[src/rtl/lane_array_pipe_pkg.sv]
// Shared types and helpers for the lane_array_pipe transport pipeline.
package lane_array_pipe_pkg;

    typedef logic [7:0] lane_t;

    localparam int STAGE_CAP = 2;

    // Beat shape for the default 3-lane, 2-bit-field build; the top builds the
    // width-parametrised equivalent locally from the same lane_t.
    localparam int DEF_NLANE = 3;
    localparam int DEF_FW    = 2;

    typedef struct packed {
        logic                    flag;
        logic [DEF_FW-1:0]       field;
        lane_t [0:DEF_NLANE-1]   lanes;
    } beat_t;

    // Source lane feeding output lane idx.
    function automatic int rev_lanes(input int idx, input int nlane, input bit rev);
        return rev ? (nlane - 1 - idx) : idx;
    endfunction

endpackage

[src/rtl/lane_array_pipe_stage.sv]
// lane_pipe_stage: one 2-entry valid/ready skid buffer with a registered ready.
module lane_pipe_stage
    import lane_array_pipe_pkg::*;
#(
    parameter int PW = 8
) (
    input  logic          clk,
    input  logic          rst_n,
    input  logic          flush,
    input  logic          in_valid,
    output logic          in_ready,
    input  logic [PW-1:0] in_data,
    output logic          out_valid,
    input  logic          out_ready,
    output logic [PW-1:0] out_data
);

    // state    | meaning
    // ST_EMPTY | no beat held
    // ST_ONE   | head beat in main_q
    // ST_TWO   | head in main_q, next beat in skid_q; not ready
    localparam logic [1:0] ST_EMPTY = 2'd0;
    localparam logic [1:0] ST_ONE   = 2'd1;
    localparam logic [1:0] ST_TWO   = 2'd2;

    logic [1:0]    state_q, state_d;
    logic [PW-1:0] main_q, main_d;
    logic [PW-1:0] skid_q, skid_d;
    logic          push, pop;

    assign in_ready  = (state_q != ST_TWO);
    assign out_valid = (state_q != ST_EMPTY);
    assign out_data  = main_q;
    assign push      = in_valid && in_ready;
    assign pop       = out_valid && out_ready;

    always_comb begin
        state_d = state_q;
        main_d  = main_q;
        skid_d  = skid_q;
        if (flush) begin
            state_d = ST_EMPTY;
        end else begin
            case (state_q)
                ST_EMPTY: begin
                    if (push) begin
                        main_d  = in_data;
                        state_d = ST_ONE;
                    end
                end
                ST_ONE: begin
                    if (push && pop) begin
                        main_d = in_data;
                    end else if (push) begin
                        skid_d  = in_data;
                        state_d = ST_TWO;
                    end else if (pop) begin
                        state_d = ST_EMPTY;
                    end
                end
                ST_TWO: begin
                    if (pop) begin
                        main_d  = skid_q;
                        state_d = ST_ONE;
                    end
                end
                default: state_d = ST_EMPTY;
            endcase
        end
    end

    always_ff @(posedge clk or negedge rst_n) begin
        if (!rst_n) begin
            state_q <= ST_EMPTY;
            main_q  <= '0;
            skid_q  <= '0;
        end else begin
            state_q <= state_d;
            main_q  <= main_d;
            skid_q  <= skid_d;
        end
    end

endmodule

[src/rtl/lane_array_pipe.sv]
// N-lane back-pressurable transport pipeline built from DEPTH skid stages.
// Optional per-lane parity checking is enabled by LANE_ARRAY_PIPE_PARITY_EN.
module lane_array_pipe
    import lane_array_pipe_pkg::*;
#(
    parameter int NLANE = 3,
    parameter int FW    = 2,
    parameter int DEPTH = 2,
    parameter int LREV  = 0
) (
    input  logic                           clk,
    input  logic                           rst_n,
    input  logic                           flush,
    input  logic                           in_valid,
    output logic                           in_ready,
    input  logic                           in_flag,
    input  logic [FW-1:0]                  in_field,
    input  logic [0:NLANE-1][7:0]          in_packed,
    input  logic [7:0]                     in_unpacked [0:NLANE-1],
    output logic                           out_valid,
    input  logic                           out_ready,
    output logic                           out_flag,
    output logic [FW-1:0]                  out_field,
    output logic [0:NLANE-1][7:0]          out_packed,
    output logic [7:0]                     out_unpacked [0:NLANE-1],
    output logic [$clog2(2*DEPTH+1)-1:0]   occupancy
`ifdef LANE_ARRAY_PIPE_PARITY_EN
    ,
    input  logic [NLANE-1:0]               in_par,
    input  logic                           err_clr,
    output logic [NLANE-1:0]               err_lane
`endif
);

    typedef struct packed {
        logic                flag;
        logic [FW-1:0]       field;
        lane_t [0:NLANE-1]   pk;
        lane_t [0:NLANE-1]   up;
    } pl_t;

    localparam int PW   = $bits(pl_t);
    localparam int OW   = $clog2(2*DEPTH+1);
    localparam int FULL = STAGE_CAP * DEPTH;

    pl_t           in_pl, out_pl;
    logic          s_valid [0:DEPTH];
    logic          s_ready [0:DEPTH];
    logic [PW-1:0] s_data  [0:DEPTH];
    logic [OW-1:0] occ_q, occ_d;
    logic          rdy_en_q, rdy_en_d;
    logic          push, pop;

    always_comb begin
        in_pl.flag  = in_flag;
        in_pl.field = in_field;
        in_pl.pk    = in_packed;
        for (int i = 0; i < NLANE; i++) begin
            in_pl.up[i] = in_unpacked[i];
        end
    end

    // Held low through reset and until the first edge after release.
    assign in_ready   = rdy_en_q && s_ready[0] && (occ_q != OW'(FULL));
    assign push       = in_valid && in_ready;
    assign pop        = out_valid && out_ready;

    assign s_valid[0]     = push;
    assign s_data[0]      = in_pl;
    assign s_ready[DEPTH] = out_ready;

    for (genvar g = 0; g < DEPTH; g++) begin : g_stage
        lane_pipe_stage #(.PW(PW)) u_stage (
            .clk       (clk),
            .rst_n     (rst_n),
            .flush     (flush),
            .in_valid  (s_valid[g]),
            .in_ready  (s_ready[g]),
            .in_data   (s_data[g]),
            .out_valid (s_valid[g+1]),
            .out_ready (s_ready[g+1]),
            .out_data  (s_data[g+1])
        );
    end

    assign out_valid = s_valid[DEPTH];
    assign out_pl    = s_data[DEPTH];
    assign out_flag  = out_pl.flag;
    assign out_field = out_pl.field;

    for (genvar g = 0; g < NLANE; g++) begin : g_lane
        localparam int SRC = rev_lanes(g, NLANE, LREV != 0);
        assign out_packed[g]   = out_pl.pk[SRC];
        assign out_unpacked[g] = out_pl.up[SRC];
    end

    always_comb begin
        rdy_en_d = 1'b1;
        if (flush) begin
            occ_d = '0;
        end else begin
            occ_d = occ_q + OW'(push) - OW'(pop);
        end
    end

    always_ff @(posedge clk or negedge rst_n) begin
        if (!rst_n) begin
            occ_q    <= '0;
            rdy_en_q <= 1'b0;
        end else begin
            occ_q    <= occ_d;
            rdy_en_q <= rdy_en_d;
        end
    end

    assign occupancy = occ_q;

`ifdef LANE_ARRAY_PIPE_PARITY_EN
    logic [NLANE-1:0] err_q, err_d, bad;

    always_comb begin
        for (int i = 0; i < NLANE; i++) begin
            bad[i] = ^{in_packed[i], in_par[i]};
        end
        err_d = err_clr ? '0 : err_q;
        // A flushed beat is discarded, so its parity is not recorded either.
        if (push && !flush) begin
            err_d = err_d | bad;
        end
    end

    always_ff @(posedge clk or negedge rst_n) begin
        if (!rst_n) begin
            err_q <= '0;
        end else begin
            err_q <= err_d;
        end
    end

    assign err_lane = err_q;
`endif

endmodule

[config.mk]
export PLATFORM = sky130hd
export DESIGN_NAME = lane_array_pipe
export DESIGN_NICKNAME = d
export VERILOG_FILES = /design/src/rtl/lane_array_pipe_pkg.sv /design/src/rtl/lane_array_pipe_stage.sv /design/src/rtl/lane_array_pipe.sv
export SDC_FILE = /design/constraint.sdc
export NUM_CORES = 1
export LEC_CHECK = 0
export CAP_MARGIN = 0
export CORE_ASPECT_RATIO = 1.4
export CORE_MARGIN = 2
export CORE_UTILIZATION = 60
export DETAILED_ROUTE_END_ITERATION = 8
export DONT_BUFFER_PORTS = 1
export GPL_ROUTABILITY_DRIVEN = 0
export GPL_TIMING_DRIVEN = 0
export PLACE_DENSITY = 0.75
export REMOVE_ABC_BUFFERS = 1
export SLEW_MARGIN = 40
export SYNTH_ARGS = -nofsm -noshare
export SYNTH_HDL_FRONTEND = slang
export SYNTH_SLANG_ARGS = --single-unit
[constraint.sdc]
create_clock -name clk -period 2.5 [get_ports clk]
set_input_delay 0.375 -clock clk [delete_from_list [all_inputs] [get_ports clk]]
set_output_delay 0.375 -clock clk [all_outputs]
set_load 0.05 [all_outputs]
==> results of run 1 <==
where the power goes:
part | switching (mW) | total, mW | leakage (nW) | internal [mW]
Clock | 1.27 | 3.19 | 0.356 | 1.92
Combinational | 0.695 | 2.02 | 2.31 | 1.32
Sequential | 2.36 | 6.89 | 2.69 | 4.53
final timing paths:
path,to,slack (ns),cells past startpoint
hold reg to reg,g_stage[0].u_stage.skid_q[10],0.50,1
max in group asynchronous,occupancy[1],2.69,0
hold / removal,g_stage[0].u_stage.skid_q[3],-0.42,0
setup reg to reg,occupancy[2],0.07,9
min in group clk,g_stage[0].u_stage.skid_q[50],0.04,1
setup / recovery,occupancy[2],0.07,9
cell usage in the layout, fill, tap and decap left out, drive strengths merged, types with 3 or more instances in the layout:
cell | netlist | routed
a21oi | 5 | 5
buf | 25 | 28
clkbuf | 22 | 29
clkinv | 0 | 6
dfrtp | 212 | 212
mux2 | 205 | 205
nand2 | 310 | 310
nand2b | 4 | 5
nor2 | 6 | 6
nor2b | 3 | 3
nor3 | 3 | 3
o21ai | 3 | 3
flip-flops by register name (all words and copies together) (netlist names):
| register | count |
|---|---|
| g_stage.u_stage.state_q | 4 |
| g_stage.u_stage.out_data | 102 |
| rdy_en_q | 1 |
| occupancy | 3 |
| g_stage.u_stage.skid_q | 102 |
final cells by class:
class | instances | area [um2] | share of cell area
Sequential cell | 212 | 5310 | 0.499
Tap cell | 196 | 245 | 0.0230
Clock buffer | 29 | 616 | 0.0578
Multi-Input combinational cell | 558 | 4010 | 0.377
Clock inverter | 8 | 90.1 | 0.00846
Inverter | 2 | 7.51 | 0.000705
Timing Repair Buffer | 30 | 365 | 0.0343
metal layers:
| layer | global-route usage | wire [um] |
|---|---|---|
| met1 | 0.301 | 8180 |
| met2 | 0.416 | 10300 |
| met3 | 0.0488 | 1170 |
| met4 | 0.0881 | 653 |
| met5 | 0 | 0 |
critical path, stage by stage, from the launching register on:
cell	delay (ns)
sky130_fd_sc_hd__dfrtp_2	0.54
sky130_fd_sc_hd__nor3b_4	0.34
sky130_fd_sc_hd__nor2_1	0.15
sky130_fd_sc_hd__a21oi_1	0.29
sky130_fd_sc_hd__nand2b_1	0.16
sky130_fd_sc_hd__ha_1	0.14
sky130_fd_sc_hd__inv_1	0.05
sky130_fd_sc_hd__fa_1	0.40
sky130_fd_sc_hd__xnor2_1	0.17
sky130_fd_sc_hd__nor2_1	0.06
logic make-up (layout without fill, tap and decap cells):
kind of cell / count (synthesis) / count (layout)
other cells: 1 / 1
mux: 205 / 205
fa+ha+maj: 2 / 2
flops: 212 / 212
buf+inv: 49 / 69
xor+xnor: 2 / 2
simple gates: 332 / 334
compound gates: 13 / 14
metrics by stage:
stage,instances,TNS [ns],utilization
finish,1035,0,0.682
global route,1035,-0.0369,0.682
CTS,1031,-0.469,0.679
detailed placement,986,-4.49,0.629
global placement,965,-596.16,0.608
floorplan,769,-211.16,-
repair_timing:
| action | in CTS | in global routing |
|---|---|---|
| buffers inserted | 3 | 4 |
| pin swaps | 1 | 2 |
| resized for setup | 3 | 6 |
| hold endpoints to repair | 219 | 212 |
| endpoints found under the setup margin | 75 | 45 |
| gates cloned | 3 | 0 |
==> out/results.env, run 1 <==
OUTCOME='finished, violations left'
FAILED_CHECKS='hold timing'
ROUTE.ANTENNA.REMAINING_NETS=0
CORE_AREA_MM2=0.0156
COUNT_OF_FLIP_FLOPS_WITH_A_BUILT_IN_ENABLE_AFTER_SYNTHESIS=0
CRITPATHMAXFANOUT=4
GRTUSAGETOTAL=0.241
SYNTH-COMPOUND-AREA-SHARE=0.00891
FMAXACHIEVABLE_MHz=412
NUMCTSBUFFERS=21
REPORT.FINAL.SETUP_VIOL=0
GRT_PASS1_VIAS=6287
PLACE.PORT_BUFFERS=0
CLOCK-SINKS=212
VIAS=5873
VIASPERCELL=5.67
CTSHOLDBUFFERS=2
SYNTH.AREA.MUX_SHARE=0.261
YOSYS_WARNINGS=0
FIN_NETS=883
DRIVE_ABOVE_1_SHARE=0.342
STANDARD_CELL_ROW_COUNT=54
START_UTIL=0.612
ENDPOINT_KIND='register'
PLACE_AREA_MM2=0.00982
WORST_R2R_STARTPOINT='occupancy[2]'
PEAKVDDDROP_mV=0.763
PINS_OVER_SLEW_LIMIT=0
DETAILEDROUTE.FIRSTITERATIONVIOLATIONS=355
WL_UM=20300
SYNTH_XOR_AREA_FRAC=0.00183
YOSYS_MOST_USED_DFF='sky130_fd_sc_hd__dfrtp_1'
STATIC_LEAKAGE_nW=5.35
NETLIST-CELL-TYPE-COUNT=34
DIE-WIDTH_UM=111
FILLER_CELL_COUNT=1100
CLK_TRANSITION_REPORTED_PATHS_NS=0.06
YOSYSSEQAREASHARE=0.555
CTS_BUFFER_DEPTH=3
CP.ARRIVAL_NS=2.79
POST-ROUTE-DRC-COUNT=0
POST_SYNTH.CELL_AREA_AVG_UM2=11.7
HOLD_CLASS='in -> async'
CRIT_PATH_START='occupancy[2]'
YOSYSMOSTFREQUENTCELL='sky130_fd_sc_hd__nand2_1'
PATH_CLASS='reg -> reg'
SLEW_MARGIN_REL=0.522
SYNTH_INSTANCES=816
WORST_SLEW_PIN_SLEW_NS=0.717
CTS_ROOT_BUFFER='sky130_fd_sc_hd__clkbuf_16'
GRT_ANTENNA_BEFORE_REPAIR=0
ANTENNA_CELLS_INSERTED=0
WORSTSETUPSTARTPOINTTYPE='register'
POST_DRT_WL_PER_CELL_UM=19.6
WORSTSKEWPAIRLATENCY_NS=0.49
FINALWORSTPATHREQUIREDPERIOD_NS=2.43
CRITPATHREQUIREDTIME_NS=2.86
SETUP_WS_NS=0.0745
NUMBER_OF_I_O_PINS=112
NETLIST_AREA_MM2=0.00955
DRV_CAP=0
DRT_PASS1_ITERATIONS=4
SYNTH_AREA_LEADER_CELL='sky130_fd_sc_hd__dfrtp_1'
POST_SYNTH_FA_HA_MAJ_AREA_FRACTION=0.00341
DP_HPWL_UM=12400
TIMING.HOLD.WS_NS=-0.417
FLOW.AREA_GROWTH_FROM_SYNTHESIS_PCT=11.5
TIMING.FINAL.CRIT_SHARE=0.970
POST-LAYOUT-TOTAL-POWER_mW=12.1
HOLD_VIOL=212
SYNTH_TOP_FAMILY_BY_AREA='multiplexers'
SYNTH_TOP_CELLS_BY_AREA='sky130_fd_sc_hd__dfrtp_1 56%, sky130_fd_sc_hd__mux2_2 18%, sky130_fd_sc_hd__nand2_1 12%'
GRT_FIRST_PASS_WIRELENGTH_UM=32900
PORTION_OF_SYNTHESIZED_CELL_AREA_OCCUPIED_BY_THE_LEADING_CELL_TYPE=0.555
DETAILEDPLACE.WORSTSLACK_NS=-0.170
CLOCK_TREE_FROM_TRITONCTS='done'
DIEAREA_MM2=0.0170
SYNTH_TOP_CELLS_BY_COUNT='310 x sky130_fd_sc_hd__nand2_1, 212 x sky130_fd_sc_hd__dfrtp_1, 155 x sky130_fd_sc_hd__mux2_2'
DIE_HEIGHT_UM=153
CTSHTREEMAXLEVEL=1
GRT_START_MAX_NET_PINS=213
FIN_WORST_SKEW_NS=0.00862
SYNTH-SEQ-CELLS=212
FINAL_CELL_AREA_MM2=0.0106
GR-TOTAL-OVERFLOW=0
SYNTH_ASYNC_SR_FLOP_SHARE=1.00
POWER_DENSITY_mW_PER_MM2=1140
SYNTH_SIMPLE_GATE_AREA_SHARE=0.136
(Power assumes the default switching activity.)
==> run 2: changes to the inputs <==
--- a/config.mk
+++ b/config.mk
@@ -6,7 +6,7 @@
 export NUM_CORES = 1
 export LEC_CHECK = 0
 export CAP_MARGIN = 0
-export CORE_ASPECT_RATIO = 1.4
+export CORE_ASPECT_RATIO = 0.6
 export CORE_MARGIN = 2
 export CORE_UTILIZATION = 60
 export DETAILED_ROUTE_END_ITERATION = 8
@@ -18,4 +18,5 @@
 export SLEW_MARGIN = 40
 export SYNTH_ARGS = -nofsm -noshare
 export SYNTH_HDL_FRONTEND = slang
+export SYNTH_HIERARCHICAL = 1
 export SYNTH_SLANG_ARGS = --single-unit
==> out/results.env, run 2 <==
CTSHTREEMAXLEVEL=1  # unchanged
MOST_COMMON_CELL_AFTER_LAYOUT_FILL_AND_TAPS_ASIDE='sky130_fd_sc_hd__dfrtp_1'  # was sky130_fd_sc_hd__nand2_1
LAYOUT_COMMON_CELLS='207 x sky130_fd_sc_hd__dfrtp_1, 196 x sky130_fd_sc_hd__mux2_4, 104 x sky130_fd_sc_hd__mux2_2, 23 x sky130_fd_sc_hd__clkbuf_16, 12 x sky130_fd_sc_hd__buf_4'  # was 310 x sky130_fd_sc_hd__nand2_1, 207 x sky130_fd_sc_hd__dfrtp_1, 155 x sky130_fd_sc_hd__mux2_2, 50 x sky130_fd_sc_hd__mux2_4, 21 x sky130_fd_sc_hd__clkbuf_16
PLACE_AREA_MM2=0.0107  # was 0.00982 mm2
NETLIST_AREA_MM2=0.0104  # was 0.00955 mm2
CORE_AREA_MM2=0.0170  # was 0.0156 mm2
FIN_WORST_SKEW_NS=0.0131  # was 0.00862 ns
DRV_CAP=0  # unchanged
PINS_OVER_SLEW_LIMIT=0  # unchanged
CTS_ROOT_BUFFER='sky130_fd_sc_hd__clkbuf_16'  # unchanged
NUMPLACEDINSTANCES=831  # was 986
FINALWORSTPATHREQUIREDPERIOD_NS=2.44  # was 2.43 ns
ENDPOINT_KIND='register'  # unchanged
WORSTSKEWPAIRLATENCY_NS=0.48  # was 0.49 ns
SLEW_MARGIN_REL=0.621  # was 0.522
CP.ARRIVAL_NS=2.85  # was 2.79 ns
CTSHOLDBUFFERS=2  # unchanged
SYNTH_TOP_CELLS_BY_AREA='sky130_fd_sc_hd__dfrtp_1 51%, sky130_fd_sc_hd__mux2_4 28%, sky130_fd_sc_hd__mux2_2 11%'  # was sky130_fd_sc_hd__dfrtp_1 56%, sky130_fd_sc_hd__mux2_2 18%, sky130_fd_sc_hd__nand2_1 12%
DRT_PASS1_ITERATIONS=4  # unchanged
STANDARD_CELL_ROW_COUNT=37  # was 54
GRT_PASS1_VIAS=5643  # was 6287
CLK_TRANSITION_REPORTED_PATHS_NS=0.07  # was 0.06 ns
FAILED_CHECKS='hold timing'  # unchanged
NUMCTSBUFFERS=20  # was 21
VIAS=4978  # was 5873
SWITCHING_POWER_mW=4.15  # was 4.33 mW
OUTCOME='finished, violations left'  # unchanged
PATH_CLASS='reg -> reg'  # unchanged
FINAL_CELL_AREA_MM2=0.0115  # was 0.0106 mm2
DP_HPWL_UM=12300  # was 12400 um
COUNT_OF_FLIP_FLOPS_WITH_A_BUILT_IN_ENABLE_AFTER_SYNTHESIS=0  # unchanged
PLACE.PORT_BUFFERS=0  # unchanged
FINAL.SETUP.TNS_NS=0  # unchanged
CTS_BUFFER_DEPTH=3  # unchanged
STATIC_LEAKAGE_nW=5.47  # was 5.35 nW
POWER.SHARE.SEQUENTIAL=0.554  # was 0.570
DIEAREA_MM2=0.0184  # was 0.0170 mm2
CRITPATHREQUIREDTIME_NS=2.91  # was 2.86 ns
DETAILEDROUTE.FIRSTITERATIONVIOLATIONS=303  # was 355
DIE_HEIGHT_UM=106  # was 153 um
NETLIST-CELL-TYPE-COUNT=31  # was 34
PEAKVDDDROP_mV=0.546  # was 0.763 mV
HOLD_CLASS='in -> async'  # unchanged
POST_SYNTH.CELL_AREA_AVG_UM2=17.4  # was 11.7 um2
CLOCK-SINKS=212  # unchanged
SYNTH_TOP_CELLS_BY_COUNT='212 x sky130_fd_sc_hd__dfrtp_1, 196 x sky130_fd_sc_hd__mux2_4, 104 x sky130_fd_sc_hd__mux2_2'  # was 310 x sky130_fd_sc_hd__nand2_1, 212 x sky130_fd_sc_hd__dfrtp_1, 155 x sky130_fd_sc_hd__mux2_2
WL_UM=18400  # was 20300 um
POST-LAYOUT-TOTAL-POWER_mW=12.3  # was 12.1 mW
POWER.COMBINATIONAL.FRACTION=0.198  # was 0.167
REPORT.FINAL.SETUP_VIOL=0  # unchanged
CLOCK_TREE_FROM_TRITONCTS='done'  # unchanged
FLOW.AREA_GROWTH_FROM_SYNTHESIS_PCT=11.2  # was 11.5%
GRTUSAGETOTAL=0.204  # was 0.241
DETAILEDPLACE.WORSTSLACK_NS=-0.474  # was -0.170 ns
SYNTH_AREA_LEADER_CELL='sky130_fd_sc_hd__dfrtp_1'  # unchanged
SYNTH_ASYNC_SR_FLOP_SHARE=1.00  # unchanged
INTERNAL-POWER_mW=8.15  # was 7.77 mW
FIN_NETS=691  # was 883
YOSYS_MOST_USED_DFF='sky130_fd_sc_hd__dfrtp_1'  # unchanged
TIMING.HOLD.WS_NS=-0.406  # was -0.417 ns
DIE-WIDTH_UM=174  # was 111 um
DRIVE_ABOVE_1_SHARE=0.617  # was 0.342
GR-TOTAL-OVERFLOW=0  # unchanged
FMAXACHIEVABLE_MHz=410  # was 412 MHz
POST-ROUTE-DRC-COUNT=0  # unchanged
POWER_DENSITY_mW_PER_MM2=1070  # was 1140 mW/mm2
PORTION_OF_SYNTHESIZED_CELL_AREA_OCCUPIED_BY_THE_LEADING_CELL_TYPE=0.512  # was 0.555
WORSTSETUPSTARTPOINTTYPE='register'  # unchanged
YOSYS_WARNINGS=6  # was 0
HOLD_VIOL=212  # unchanged
SYNTH_INSTANCES=597  # was 816
SW_FRAC_OF_TOTAL=0.337  # was 0.357
SETUP_WS_NS=0.0594  # was 0.0745 ns
SYNTH-SEQ-CELLS=212  # unchanged
WORST_SLEW_PIN_SLEW_NS=0.569  # was 0.717 ns
FINALNONFILLERCELLS=878  # was 1035
CLOCK_POWER_SHARE=0.248  # was 0.264
YOSYSSEQAREASHARE=0.512  # was 0.555
CRITPATHMAXFANOUT=4  # unchanged
FINAL_DESIGN_UTILIZATION=0.677  # was 0.682
GRT_FIRST_PASS_WIRELENGTH_UM=29900  # was 32900 um
VIASPERCELL=5.67  # about the same
START_UTIL=0.609  # was 0.612
NUMBER_OF_I_O_PINS=112  # unchanged
TIMING.FINAL.CRIT_SHARE=0.976  # was 0.970
GRT_SETUP_UNREPAIRED='yes'
GRT_START_MAX_NET_PINS=213  # unchanged
YOSYSMOSTFREQUENTCELL='sky130_fd_sc_hd__dfrtp_1'  # was sky130_fd_sc_hd__nand2_1
GRT_ANTENNA_BEFORE_REPAIR=1  # was 0
ROUTE.ANTENNA.REMAINING_NETS=0  # unchanged
POST_DRT_WL_PER_CELL_UM=20.9  # was 19.6 um
## run 2: changes by cell type after synthesis, moves of 4 or more
cell	delta
sky130_fd_sc_hd__buf_12	+5
sky130_fd_sc_hd__buf_2	-11
sky130_fd_sc_hd__buf_4	-8
sky130_fd_sc_hd__buf_6	+13
sky130_fd_sc_hd__buf_8	+8
sky130_fd_sc_hd__clkbuf_1	-22
sky130_fd_sc_hd__mux2_1	+6
sky130_fd_sc_hd__mux2_2	-51
sky130_fd_sc_hd__mux2_4	+146
sky130_fd_sc_hd__nand2_1	-308
sky130_fd_sc_hd__nand2b_1	-4
## run 2: kinds of logic after synthesis
kind of cell / count (synthesis) / share of synthesized area
buffers and inverters: 36 / 0.0475
adders and majority gates: 3 / 0.00434
other: 1 / 0.000362
and+or+nand+nor: 28 / 0.0222
xor gates and xnor gates: 1 / 0.00253
muxes: 306 / 0.403
DFF: 212 / 0.512
AOI/OAI and AO/OA: 10 / 0.00820
## run 2: power groups by stage
stage / clock (mW) / combinational, mW / sequential, mW
2_1_floorplan: 0 / 2.17 / 6.57
3_3_place_gp: 0 / 2.29 / 6.79
3_5_place_dp: 0 / 2.40 / 6.87
4_1_cts: 3.14 / 2.43 / 6.82
5_1_grt: 3.28 / 2.61 / 6.96
6_report: 3.05 / 2.43 / 6.81
## run 2: metal layers
layer | vias to the layer above | part of all wire | track usage
met2 | 100 | 0.48 | 0.332
li1 | 2199 | - | -
met1 | 2655 | 0.44 | 0.269
met5 | - | 0 | 0
met4 | 0 | 0.016 | 0.0492
met3 | 24 | 0.066 | 0.0639
## run 2: layout make-up
class | count | area, um2
multi-input cells | 349 | 4600
fillers | 1178 | 5510
diodes | 1 | 2.50
flip-flops and latches | 212 | 5310
clock inverters | 3 | 40.0
inverters | 4 | 15.0
well taps | 234 | 293
repair buffers | 45 | 643
clock buffers | 30 | 629
## run 2: what timing repair did
item                       CTS  global route
cloned                       0             1
hold endpoints to repair   219           212
gates resized for setup      5            11
setup endpoints to repair   97            74
pin swaps                    1             3
buffers inserted             8             4
## run 2: final timing paths
kind / depth (start not counted) / end / startpoint / slack (ns)
setup / recovery: 9 / occupancy[2] / occupancy[1] / 0.06
setup reg to reg: 9 / occupancy[2] / occupancy[1] / 0.06
min in group clk: 1 / g_stage[0].u_stage/skid_q[15] / in_unpacked[15] / 0.03
hold / removal: 0 / g_stage[1].u_stage/out_data[12] / rst_n / -0.41
hold reg to reg: 1 / g_stage[1].u_stage/skid_q[15] / g_stage[1].u_stage/skid_q[15] / 0.49
max in group asynchronous: 0 / g_stage[0].u_stage/state_q[0] / rst_n / 2.52
## run 2: worst max-delay path, stage by stage (launching register included)
cell,delay (ns)
sky130_fd_sc_hd__dfrtp_2,0.55
sky130_fd_sc_hd__or3b_4,0.43
sky130_fd_sc_hd__nand4_1,0.13
sky130_fd_sc_hd__ha_1,0.24
sky130_fd_sc_hd__inv_1,0.07
sky130_fd_sc_hd__ha_1,0.15
sky130_fd_sc_hd__inv_1,0.06
sky130_fd_sc_hd__fa_2,0.33
sky130_fd_sc_hd__xnor3_4,0.31
sky130_fd_sc_hd__nor2_1,0.09
==> run 3: changes to the inputs <==
==> constraint.sdc (replaced) <==
create_clock -name clk -period 2.65 [get_ports clk]
set_input_delay 0.3975 -clock clk [delete_from_list [all_inputs] [get_ports clk]]
set_output_delay 0.3975 -clock clk [all_outputs]
set_load 0.05 [all_outputs]
==> out/results.env, run 3 (synthesized netlist as in run 2, its figures left out) <==
WORST_SLEW_PIN_SLEW_NS=0.550  # was 0.569 ns
SETUP_WS_NS=0.121  # was 0.0594 ns
CRIT_PATH_START='g_stage[1].u_stage/state_q[1]'  # was occupancy[1]
CLOCK-SINKS=212  # unchanged
REPORT.FINAL.SETUP_VIOL=0  # unchanged
GRT_ANTENNA_BEFORE_REPAIR=1  # unchanged
CTSHTREEMAXLEVEL=1  # unchanged
WORST_R2R_PATH_DEPTH=9  # unchanged
WORSTSKEWPAIRLATENCY_NS=0.49  # was 0.48 ns
FINAL_DESIGN_UTILIZATION=0.673  # was 0.677
FMAXACHIEVABLE_MHz=395  # was 410 MHz
DRT_PASS1_ITERATIONS=4  # unchanged
PATH_CLASS='reg -> reg'  # unchanged
DRV_CAP=0  # unchanged
GRT_PASS1_VIAS=5657  # was 5643
CRITPATHREQUIREDTIME_NS=3.07  # was 2.91 ns
OUTCOME='finished, violations left'  # unchanged
FINALNONFILLERCELLS=874  # was 878
FLOW.AREA_GROWTH_FROM_SYNTHESIS_PCT=10.5  # was 11.2%
TIMING.FINAL.CRIT_SHARE=0.954  # was 0.976
START_UTIL=0.609  # unchanged
FILLER_CELL_COUNT=1183  # was 1178
WORST_R2R_STARTPOINT='g_stage[1].u_stage/state_q[1]'  # was occupancy[1]
GRT_FIRST_PASS_WIRELENGTH_UM=29900  # about the same
PINS_OVER_SLEW_LIMIT=0  # unchanged
FIN_WORST_SKEW_NS=0.0156  # was 0.0131 ns
VIASPERCELL=5.67  # about the same
DIE_HEIGHT_UM=106  # unchanged
POST_DRT_WL_PER_CELL_UM=20.5  # was 20.9 um
CP_NUM_BUF_INV=2  # unchanged
FINALWORSTPATHREQUIREDPERIOD_NS=2.53  # was 2.44 ns
DIEAREA_MM2=0.0184  # unchanged
SLEW_MARGIN_REL=0.633  # was 0.621
PLACE.PORT_BUFFERS=0  # unchanged
WORSTSETUPSTARTPOINTTYPE='register'  # unchanged
REG2REG_TO='occupancy[2]'  # unchanged
MOST_COMMON_CELL_AFTER_LAYOUT_FILL_AND_TAPS_ASIDE='sky130_fd_sc_hd__dfrtp_1'  # unchanged
CTS_BUFFER_DEPTH=3  # unchanged
CLK_TRANSITION_REPORTED_PATHS_NS=0.07  # about the same
CTS_ROOT_BUFFER='sky130_fd_sc_hd__clkbuf_16'  # unchanged
CRITPATHMAXFANOUT=6  # was 4
HOLD_VIOL=212  # unchanged
NUMBER_OF_I_O_PINS=112  # unchanged
DIE-WIDTH_UM=174  # unchanged
SLOWEST_DELAY_NS=0.47  # was 0.55 ns
STANDARD_CELL_ROW_COUNT=37  # unchanged
PEAKVDDDROP_mV=0.512  # was 0.546 mV
CP_TOP_FAMILY='simple AND/OR/NAND/NOR gates'  # was adder cells
TIMING.HOLD.WS_NS=-0.385  # was -0.406 ns
FAILED_CHECKS='hold timing'  # unchanged
TIMING.CRITICAL_PATH.SLOWEST_STAGE_CELL='sky130_fd_sc_hd__dfrtp_1'  # was sky130_fd_sc_hd__dfrtp_2
DETAILEDPLACE.WORSTSLACK_NS=-0.324  # was -0.474 ns
HOLD_CLASS='in -> async'  # unchanged
ENDPOINT_KIND='register'  # unchanged
DRIVE_ABOVE_1_SHARE=0.612  # was 0.617
WL_UM=17900  # was 18400 um
CORE_AREA_MM2=0.0170  # unchanged
GRT_START_MAX_NET_PINS=213  # unchanged
GRT_SETUP_UNREPAIRED='no'  # was yes
VIAS=4952  # was 4978
FINAL.SETUP.TNS_NS=0  # unchanged
REG2REG_SETUP_SLACK_NS=0.12  # was 0.06 ns
FIN_NETS=687  # was 691
CLOCK_TREE_FROM_TRITONCTS='done'  # unchanged
LAYOUT_COMMON_CELLS='207 x sky130_fd_sc_hd__dfrtp_1, 196 x sky130_fd_sc_hd__mux2_4, 104 x sky130_fd_sc_hd__mux2_2, 21 x sky130_fd_sc_hd__clkbuf_16, 12 x sky130_fd_sc_hd__buf_8'  # was 207 x sky130_fd_sc_hd__dfrtp_1, 196 x sky130_fd_sc_hd__mux2_4, 104 x sky130_fd_sc_hd__mux2_2, 23 x sky130_fd_sc_hd__clkbuf_16, 12 x sky130_fd_sc_hd__buf_4
PATH_CELLS='or2_2 -> and2_1 -> ha_1 -> inv_1 -> ha_1 -> inv_1 -> fa_1 -> xnor3_4 -> nor2_1'  # was or3b_4 -> nand4_1 -> ha_1 -> inv_1 -> ha_1 -> inv_1 -> fa_2 -> xnor3_4 -> nor2_1
GRTUSAGETOTAL=0.204  # about the same
POST-ROUTE-DRC-COUNT=0  # unchanged
CTSHOLDBUFFERS=2  # unchanged
NUMPLACEDINSTANCES=831  # unchanged
DP_HPWL_UM=12300  # unchanged
NUMCTSBUFFERS=20  # unchanged
ROUTE.ANTENNA.REMAINING_NETS=0  # unchanged
GR-TOTAL-OVERFLOW=0  # unchanged
DETAILEDROUTE.FIRSTITERATIONVIOLATIONS=277  # was 303
POWER_DENSITY_mW_PER_MM2=1010  # was 1070 mW/mm2
STATIC_LEAKAGE_nW=5.44  # was 5.47 nW
CP.ARRIVAL_NS=2.94  # was 2.85 ns
==> run 3: area by class of cell <==
cell class                 count  area (um2)  area share
sequential                   212        5310       0.464
multi-input combinational    349        4590       0.401
clock buffer                  30         629      0.0549
timing repair buffer          41         577      0.0503
tap                          234         293      0.0256
clock inverter                 3        40.0     0.00349
inverter                       4        15.0     0.00131
antenna                        1        2.50    0.000218
==> run 3: per-stage QoR <==
step           hold WS (ns)  total power, mW  cell area, um2
2_1_floorplan         0.102             8.24            9890
6_report             -0.385             11.6           11500
3_5_place_dp          0.106             8.74           10700
4_1_cts              -0.406             11.7           11400
3_3_place_gp          0.108             8.56           10200
5_1_grt              -0.413             12.1           11500
==> run 3: power by group <==
group	total (mW)	internal [mW]	leakage (nW)	switching [mW]
Sequential	6.42	4.20	2.70	2.22
Clock	2.89	1.73	0.333	1.17
Combinational	2.27	1.74	2.40	0.532
==> run 3: how the worst max path moves through the flow <==
stage                                          endpoint  cells after the start  slack [ns]
after CTS                 g_stage[0].u_stage/skid_q[30]                     10       0.007
after detailed placement  g_stage[0].u_stage/skid_q[30]                      9       -0.32
after global placement    g_stage[0].u_stage/skid_q[41]                      5       -7.23
after global routing                       occupancy[2]                      9        0.05
after floorplan            g_stage[0].u_stage/skid_q[0]                      5       -4.12
final                                      occupancy[2]                      9        0.12
==> run 3: what timing repair did <==
item	CTS	global route
hold endpoints to repair	219	212
gates resized for setup	2	4
setup buffers	4	4
pin swaps	1	0
endpoints found under the setup margin	55	25
==> run 3: layer usage <==
metal | wire length [um] | GRT usage | vias to the layer above
met5 | 0 | 0 | -
met4 | 309 | 0.0504 | 0
met3 | 1220 | 0.0639 | 26
met2 | 8540 | 0.330 | 100
met1 | 7870 | 0.269 | 2637
li1 | - | - | 2189
